[config.mk]
export PLATFORM = sky130hd
export DESIGN_NAME = vga_timing_ctrl_flat
export DESIGN_NICKNAME = d
export VERILOG_FILES = /design/src/rtl/vga_timing_ctrl_if.sv /design/src/rtl/vga_timing_ctrl.sv /design/src/flat_wrapper.sv
export SDC_FILE = /design/constraint.sdc
export NUM_CORES = 1
export LEC_CHECK = 0
export ABC_AREA = 1
export CORE_MARGIN = 2
export CORE_UTILIZATION = 40
export DETAILED_ROUTE_END_ITERATION = 10
export GPL_TIMING_DRIVEN = 0
export PLACE_DENSITY = 0.74
export SETUP_SLACK_MARGIN = 0.5
export SLEW_MARGIN = 20
export SYNTH_ARGS = -nofsm -noshare
export SYNTH_HDL_FRONTEND = slang
export SYNTH_SLANG_ARGS = --single-unit
[constraint.sdc]
create_clock -name iVGA_CLK -period 1.79 [get_ports iVGA_CLK]
set_input_delay 0.179 -clock iVGA_CLK [delete_from_list [all_inputs] [get_ports iVGA_CLK]]
set_output_delay 0.179 -clock iVGA_CLK [all_outputs]
set_load 0.02 [all_outputs]
[src/rtl/vga_timing_ctrl_if.sv]
// Pixel-request and DAC bundle for the VGA timing controller.
// The master side is the timing controller. It issues coordinates,
// accepts the returned colour, and drives the connector pins. The slave
// side is the view seen by the colour source and the DAC.
interface vga_timing_ctrl_if;
    // Request side: coordinates toward the colour source, colour back
    logic [9:0] oVGA_X;
    logic [9:0] oVGA_Y;
    logic       oRequest;
    logic       oFrame_Start;
    logic [9:0] iRed;
    logic [9:0] iGreen;
    logic [9:0] iBlue;

    // Connector / DAC side
    logic [9:0] oVGA_R;
    logic [9:0] oVGA_G;
    logic [9:0] oVGA_B;
    logic       oVGA_HS;
    logic       oVGA_VS;
    logic       oVGA_BLANK;

    modport master (
        output oVGA_X, oVGA_Y, oRequest, oFrame_Start,
        input  iRed, iGreen, iBlue,
        output oVGA_R, oVGA_G, oVGA_B, oVGA_HS, oVGA_VS, oVGA_BLANK
    );

    modport slave (
        input  oVGA_X, oVGA_Y, oRequest, oFrame_Start,
        output iRed, iGreen, iBlue,
        input  oVGA_R, oVGA_G, oVGA_B, oVGA_HS, oVGA_VS, oVGA_BLANK
    );
endinterface

[src/rtl/vga_timing_ctrl.sv]
// VGA raster timing generator and pixel-output stage.
// Stage 0 decodes the h/v counters into a coordinate request plus raw
// sync and active flags. Those flags ride a DATA_LAT-deep shift register
// so that they meet the colour returned by the source. A final output
// register then drives the pins. Colour, sync and blank therefore all
// reach the pins DATA_LAT+1 clocks after their request.
module vga_timing_ctrl #(
    parameter int H_ACTIVE = 640,
    parameter int H_FRONT  = 16,
    parameter int H_SYNC   = 96,
    parameter int H_BACK   = 48,
    parameter int V_ACTIVE = 480,
    parameter int V_FRONT  = 10,
    parameter int V_SYNC   = 2,
    parameter int V_BACK   = 33,
    parameter int DATA_LAT = 1,      // colour-source latency, 1..4
    parameter bit HS_POL   = 1'b0,   // active level of oVGA_HS
    parameter bit VS_POL   = 1'b0    // active level of oVGA_VS
) (
    input  logic              iVGA_CLK,
    input  logic              iRST_N,
    vga_timing_ctrl_if.master vga
);

    // ------------------------------------------------------------------
    // Raster geometry
    // ------------------------------------------------------------------
    localparam int H_TOTAL = H_ACTIVE + H_FRONT + H_SYNC + H_BACK;
    localparam int V_TOTAL = V_ACTIVE + V_FRONT + V_SYNC + V_BACK;
    localparam int HW      = $clog2(H_TOTAL);
    localparam int VW      = $clog2(V_TOTAL);

    localparam logic [HW-1:0] H_LAST     = HW'(H_TOTAL - 1);
    localparam logic [HW-1:0] H_VIS_END  = HW'(H_ACTIVE);
    localparam logic [HW-1:0] H_SYNC_BEG = HW'(H_ACTIVE + H_FRONT);
    localparam logic [HW-1:0] H_SYNC_END = HW'(H_ACTIVE + H_FRONT + H_SYNC);

    localparam logic [VW-1:0] V_LAST     = VW'(V_TOTAL - 1);
    localparam logic [VW-1:0] V_VIS_END  = VW'(V_ACTIVE);
    localparam logic [VW-1:0] V_SYNC_BEG = VW'(V_ACTIVE + V_FRONT);
    localparam logic [VW-1:0] V_SYNC_END = VW'(V_ACTIVE + V_FRONT + V_SYNC);

    // Control flags carried alongside each request. hs/vs mean "sync
    // active" here; the pin polarity is applied only at the output register.
    typedef struct packed {
        logic act;
        logic hs;
        logic vs;
    } ctl_t;

    // ------------------------------------------------------------------
    // Declarations
    // ------------------------------------------------------------------
    logic [HW-1:0] r_h_cnt;
    logic [VW-1:0] r_v_cnt;
    logic          w_h_wrap;
    logic          w_v_wrap;

    ctl_t          w_ctl0;
    logic [9:0]    w_x;
    logic [9:0]    w_y;
    logic          w_frame_start;

    ctl_t          r_ctl_pipe [DATA_LAT];
    ctl_t          w_ctl_d;

    logic [9:0]    r_red;
    logic [9:0]    r_green;
    logic [9:0]    r_blue;
    logic          r_blank;
    logic          r_hs;
    logic          r_vs;

    // ------------------------------------------------------------------
    // Raster counters
    // ------------------------------------------------------------------
    assign w_h_wrap = (r_h_cnt == H_LAST);
    assign w_v_wrap = (r_v_cnt == V_LAST);

    // Pixel and line counters; v advances only when h wraps
    // NOTE: sequential state uses <= so every flop samples pre-edge values
    always_ff @(posedge iVGA_CLK or negedge iRST_N) begin
        if (!iRST_N) begin
            r_h_cnt <= '0;
            r_v_cnt <= '0;
        end else if (w_h_wrap) begin
            r_h_cnt <= '0;
            if (w_v_wrap) begin
                r_v_cnt <= '0;
            end else begin
                r_v_cnt <= r_v_cnt + 1'b1;
            end
        end else begin
            r_h_cnt <= r_h_cnt + 1'b1;
        end
    end

    // ------------------------------------------------------------------
    // Stage 0: request decode straight from the counters
    // ------------------------------------------------------------------
    // Decode visibility, raw sync windows and the coordinate request
    always_comb begin
        // NOTE: defaults first so no path leaves an output unassigned (no latch)
        w_ctl0        = '0;
        w_x           = '0;
        w_y           = '0;
        w_frame_start = 1'b0;

        w_ctl0.act = (r_h_cnt < H_VIS_END) && (r_v_cnt < V_VIS_END);
        w_ctl0.hs  = (r_h_cnt >= H_SYNC_BEG) && (r_h_cnt < H_SYNC_END);
        w_ctl0.vs  = (r_v_cnt >= V_SYNC_BEG) && (r_v_cnt < V_SYNC_END);

        // Coordinates are parked at 0 outside the visible area so the
        // colour source never sees an out-of-range address.
        if (w_ctl0.act) begin
            w_x = 10'(r_h_cnt);
            w_y = 10'(r_v_cnt);
        end

        w_frame_start = (r_h_cnt == '0) && (r_v_cnt == '0);
    end

    assign vga.oRequest     = w_ctl0.act;
    assign vga.oVGA_X       = w_x;
    assign vga.oVGA_Y       = w_y;
    assign vga.oFrame_Start = w_frame_start;

    // ------------------------------------------------------------------
    // Alignment pipeline: act/hs/vs wait for the colour source
    // ------------------------------------------------------------------
    // Shift the control flags DATA_LAT deep to match the colour latency
    always_ff @(posedge iVGA_CLK or negedge iRST_N) begin
        if (!iRST_N) begin
            // NOTE: this small array is reset on purpose. A reset then drains
            // as blank with inactive sync instead of replaying stale pixels.
            for (int i = 0; i < DATA_LAT; i++) begin
                r_ctl_pipe[i] <= '0;
            end
        end else begin
            r_ctl_pipe[0] <= w_ctl0;
            for (int i = 1; i < DATA_LAT; i++) begin
                r_ctl_pipe[i] <= r_ctl_pipe[i-1];
            end
        end
    end

    assign w_ctl_d = r_ctl_pipe[DATA_LAT-1];

    // ------------------------------------------------------------------
    // Output register: blanking, polarity and pin drive
    // ------------------------------------------------------------------
    // Register pins; RGB is forced to zero whenever the delayed pixel is blank
    always_ff @(posedge iVGA_CLK or negedge iRST_N) begin
        if (!iRST_N) begin
            r_red   <= '0;
            r_green <= '0;
            r_blue  <= '0;
            r_blank <= 1'b0;
            r_hs    <= ~HS_POL;
            r_vs    <= ~VS_POL;
        end else begin
            r_red   <= w_ctl_d.act ? vga.iRed   : '0;
            r_green <= w_ctl_d.act ? vga.iGreen : '0;
            r_blue  <= w_ctl_d.act ? vga.iBlue  : '0;
            r_blank <= w_ctl_d.act;
            r_hs    <= w_ctl_d.hs ? HS_POL : ~HS_POL;
            r_vs    <= w_ctl_d.vs ? VS_POL : ~VS_POL;
        end
    end

    assign vga.oVGA_R     = r_red;
    assign vga.oVGA_G     = r_green;
    assign vga.oVGA_B     = r_blue;
    assign vga.oVGA_BLANK = r_blank;
    assign vga.oVGA_HS    = r_hs;
    assign vga.oVGA_VS    = r_vs;

endmodule

[src/flat_wrapper.sv]
// flat-port wrapper written by rule: the top's interface ports become plain ports
module vga_timing_ctrl_flat 
#(
    parameter int H_ACTIVE = 640,
    parameter int H_FRONT  = 16,
    parameter int H_SYNC   = 96,
    parameter int H_BACK   = 48,
    parameter int V_ACTIVE = 480,
    parameter int V_FRONT  = 10,
    parameter int V_SYNC   = 2,
    parameter int V_BACK   = 33,
    parameter int DATA_LAT = 1,                                    
    parameter bit HS_POL   = 1'b0,                             
    parameter bit VS_POL   = 1'b0                              
)
  (iVGA_CLK, iRST_N, vga_oVGA_X, vga_oVGA_Y, vga_oRequest, vga_oFrame_Start, vga_iRed, vga_iGreen, vga_iBlue, vga_oVGA_R, vga_oVGA_G, vga_oVGA_B, vga_oVGA_HS, vga_oVGA_VS, vga_oVGA_BLANK);
  vga_timing_ctrl_if vga_i ();
  input  logic iVGA_CLK;
  input  logic iRST_N;
  output wire logic [$bits(vga_i.oVGA_X)-1:0] vga_oVGA_X;
  output wire logic [$bits(vga_i.oVGA_Y)-1:0] vga_oVGA_Y;
  output wire logic [$bits(vga_i.oRequest)-1:0] vga_oRequest;
  output wire logic [$bits(vga_i.oFrame_Start)-1:0] vga_oFrame_Start;
  input wire logic [$bits(vga_i.iRed)-1:0] vga_iRed;
  input wire logic [$bits(vga_i.iGreen)-1:0] vga_iGreen;
  input wire logic [$bits(vga_i.iBlue)-1:0] vga_iBlue;
  output wire logic [$bits(vga_i.oVGA_R)-1:0] vga_oVGA_R;
  output wire logic [$bits(vga_i.oVGA_G)-1:0] vga_oVGA_G;
  output wire logic [$bits(vga_i.oVGA_B)-1:0] vga_oVGA_B;
  output wire logic [$bits(vga_i.oVGA_HS)-1:0] vga_oVGA_HS;
  output wire logic [$bits(vga_i.oVGA_VS)-1:0] vga_oVGA_VS;
  output wire logic [$bits(vga_i.oVGA_BLANK)-1:0] vga_oVGA_BLANK;
  assign vga_oVGA_X = vga_i.oVGA_X;
  assign vga_oVGA_Y = vga_i.oVGA_Y;
  assign vga_oRequest = vga_i.oRequest;
  assign vga_oFrame_Start = vga_i.oFrame_Start;
  assign vga_i.iRed = vga_iRed;
  assign vga_i.iGreen = vga_iGreen;
  assign vga_i.iBlue = vga_iBlue;
  assign vga_oVGA_R = vga_i.oVGA_R;
  assign vga_oVGA_G = vga_i.oVGA_G;
  assign vga_oVGA_B = vga_i.oVGA_B;
  assign vga_oVGA_HS = vga_i.oVGA_HS;
  assign vga_oVGA_VS = vga_i.oVGA_VS;
  assign vga_oVGA_BLANK = vga_i.oVGA_BLANK;
  vga_timing_ctrl #(.H_ACTIVE(H_ACTIVE), .H_FRONT(H_FRONT), .H_SYNC(H_SYNC), .H_BACK(H_BACK), .V_ACTIVE(V_ACTIVE), .V_FRONT(V_FRONT), .V_SYNC(V_SYNC), .V_BACK(V_BACK), .DATA_LAT(DATA_LAT), .HS_POL(HS_POL), .VS_POL(VS_POL)) u_core (.iVGA_CLK(iVGA_CLK), .iRST_N(iRST_N), .vga(vga_i));
endmodule
==> out/results.ini, run 1 <==
[run]
drv_cap = 0

[placement]
post_dp_cell_area_um2 = 3580
gp_congestion = 0.837
dp_hpwl_um = 4250
io_buffers = 85
placedCellCount = 452

[final_layout]
diodes = 0
syn2layout_area_growth_pct = 67.5
drive_above_1_share_pct = 34.4
finalNonFillerCells = 494
design_area_um2 = 4200
nets = 454

[floorplan]
ios = 87
core-area_um2 = 5990
initial_core_util_pct = 41.9
rows = 28
dieWidth_um = 83.2
dieArea_um2 = 6920
die_h_um = 83.2

[clock_network]
cts-buffers-inserted = 5
cts_buffer_depth = 2
cts_tree = built
h-tree-depth = 2
cts_root_buf = clkbuf_8
clk_latency_ns = 0.31
path_clk_slew_ns = 0.10
cts.sinks = 56

[setup_path]
ff2ff_setup_slack_ns = 0.17
arrival_ns = 1.67
timing.rr.start = u_core.r_h_cnt[0]
reg2reg_depth = 11
cp-end-kind = output port
path_max_fanout = 5
required_ns = 1.61
crit_end = vga_oVGA_X[1]
critPathKind = register to output port
crit_path_start = u_core.r_v_cnt[5]
worstSetupStartpointType = register
r2r-end = u_core.r_v_cnt[8]

[yosys]
synth_top_area_share_pct = 53.9
avgSynthCellArea_um2 = 8.59
async_reset_ff_share_pct = 100
synthTopCellsByCount = 69 x inv_1, 61 x nand2_1, 54 x dfrtp_1
synth_nets = 328
yosysWarningCount = 0
synth_area_leaders = dfrtp_1 54%, inv_1 10%, nand2_1 9.1%
syn-cell-area_um2 = 2510
syn_inst = 292
synth.largest_area_cell = dfrtp_1
yosysMostFrequentCell = inv_1
synth_seq_cells = 56
synth-seq-area-share_pct = 56.0
synth_edf_count = 0
ys.flop_type = dfrtp_1
synth_cell_types = 24

[power]
peakVddDrop_mv = 0.364
seq_power_share_pct = 55.2
p_int_uw = 1830
switching_share_pct = 22.7
p_clk_share_pct = 35.6
p_total_uw = 2360
leakage_uw = 0.00217
power_switching_uw = 537
comb_power_share_pct = 9.1
powerDensity_nw_per_um2 = 563

[sta]
drv_slew = 0
worst_pin_slew_ns = 0.704
slew_headroom_pct = 53.1
min_period_ns = 1.85
fin_skew_ns = 0.00673
rsz0062_at_grt = true
hold_violations = 0
fmaxAchievable_mhz = 540
fin_crit_sh_pct = 103
setup_viol = 18
fin_ws_ns = -0.0614

[grt]
antenna_found_initial = 0
grt_max_degree = 57
track_usage_pct = 19.0
globalRouteOverflowTotal = 0
grt_pass1_vias = 2244
grt_first_pass_wirelength_um = 10600

[outcome]
outcome = finished with violations
failed_checks = setup timing

[routing]
vias_per_cell = 4.74
drt_first_pass_iters = 4
detail-route-antenna-nets = 0
routedWlPerCell_um = 14.2
vias = 2344
drc = 0
first_iter_violations = 175
wl_um = 7020

[worst_hold_path]
hp-class = register to register
whs_path_depth = 1

cell usage in the layout, fill, tap and decap left out, drive strengths merged, types with 2 or more instances in the layout:
cell           count
ha                 4
o21ai             12
a21oi              2
nand2             62
xor2               6
nor3               6
clkdlybuf4s50     30
nor2              38
dfstp              2
dlygate4sd2       31
nand4             11
inv               70
buf               61
nand3             14
clkbuf             9
dfrtp             54
repair_timing:
| item | in CTS | in global routing |
|---|---|---|
| hold endpoints to repair | 54 | 0 |
| hold buffers | 1 | 0 |
| cloned | 2 | 0 |
| pin swaps | 13 | 11 |
| gates resized for setup | 200 | 39 |
| setup endpoints to repair | 70 | 40 |
| setup buffers | 24 | 7 |
flip-flops by register name, summed over array words and instances, names as in the netlist:
name	count
u_core.vga.oVGA_BLANK	1
u_core.r_ctl_pipe	3
u_core.r_h_cnt	10
u_core.r_v_cnt	10
u_core.vga.oVGA_R	10
u_core.vga.oVGA_VS	1
u_core.vga.oVGA_G	10
u_core.vga.oVGA_B	10
u_core.vga.oVGA_HS	1
worst min path at each step:
stage	from	end	slack (ns)
global route	vga_iBlue[0]	u_core.vga.oVGA_B[0]	0.37
detailed placement	iRST_N	u_core.vga.oVGA_B[0]	0.28
global placement	u_core.r_ctl_pipe[1]	u_core.vga.oVGA_HS	0.34
floorplan	iRST_N	u_core.r_ctl_pipe[0]	-0.12
finish	u_core.r_ctl_pipe[0]	u_core.vga.oVGA_VS	0.36
CTS	u_core.r_ctl_pipe[0]	u_core.vga.oVGA_VS	0.36
worst max-delay path: stages, from the launching register on:
cell	delay [ns]
dfrtp_1	0.39
buf_6	0.12
nand2_4	0.06
nor2_4	0.04
inv_2	0.07
nand4_4	0.15
bufbuf_16	0.32
nor2_4	0.07
buf_4	0.14
power groups by stage:
stage / logic [uW] / clock network [uW] / registers, uW
3_3_place_gp: 239 / 0 / 1330
3_5_place_dp: 242 / 0 / 1330
6_report: 216 / 842 / 1300
2_1_floorplan: 28.1 / 0 / 1380
4_1_cts: 220 / 858 / 1310
5_1_grt: 234 / 911 / 1310
area by class of cell:
class	instances	area, um2
Fill cell	432	1790
Sequential cell	56	1410
Timing Repair Buffer	119	1120
Multi-Input combinational cell	158	1110
Inverter	70	277
Tap cell	75	93.8
Buffer	8	81.3
Clock buffer	6	72.6
Clock inverter	2	38.8
stage by stage:
| step | util, % | worst slack [ns] | TNS [ns] | hold WS, ns |
|---|---|---|---|---|
| floorplan | - | 0.458 | 0 | -0.117 |
| global placement | 59.8 | -1.16 | -66.03 | 0.341 |
| detailed placement | 59.7 | -0.181 | -2.43 | 0.276 |
| CTS | 67.2 | -0.0336 | -0.273 | 0.361 |
| global route | 70.1 | -0.148 | -2.12 | 0.372 |
| finish | 70.1 | -0.0614 | -0.664 | 0.357 |
kinds of logic after synthesis:
group,after synthesis,synth area share [%]
compound gates,14,3.09
xor+xnor,6,2.10
fa+ha+maj,4,2.00
buf+inv,78,12.9
flops,56,56.0
other cells,1,0.150
simple gates,133,23.8
metal layers:
metal	vias to the layer above	global-route usage, %	wire, um
li1	1119	-	-
met1	1141	21.9	2550
met5	-	0	0
met2	73	34.6	4040
met4	0	6.86	119
met3	11	3.88	307
Note: power is estimated with default switching activity, not from simulation.
==> run 2, diff against run 1 <==
CTS_CLUSTER_SIZE = 12   (was default)
==> results of run 2 <==
No change in the layout: final DEF, timing and power equal those of run 1.
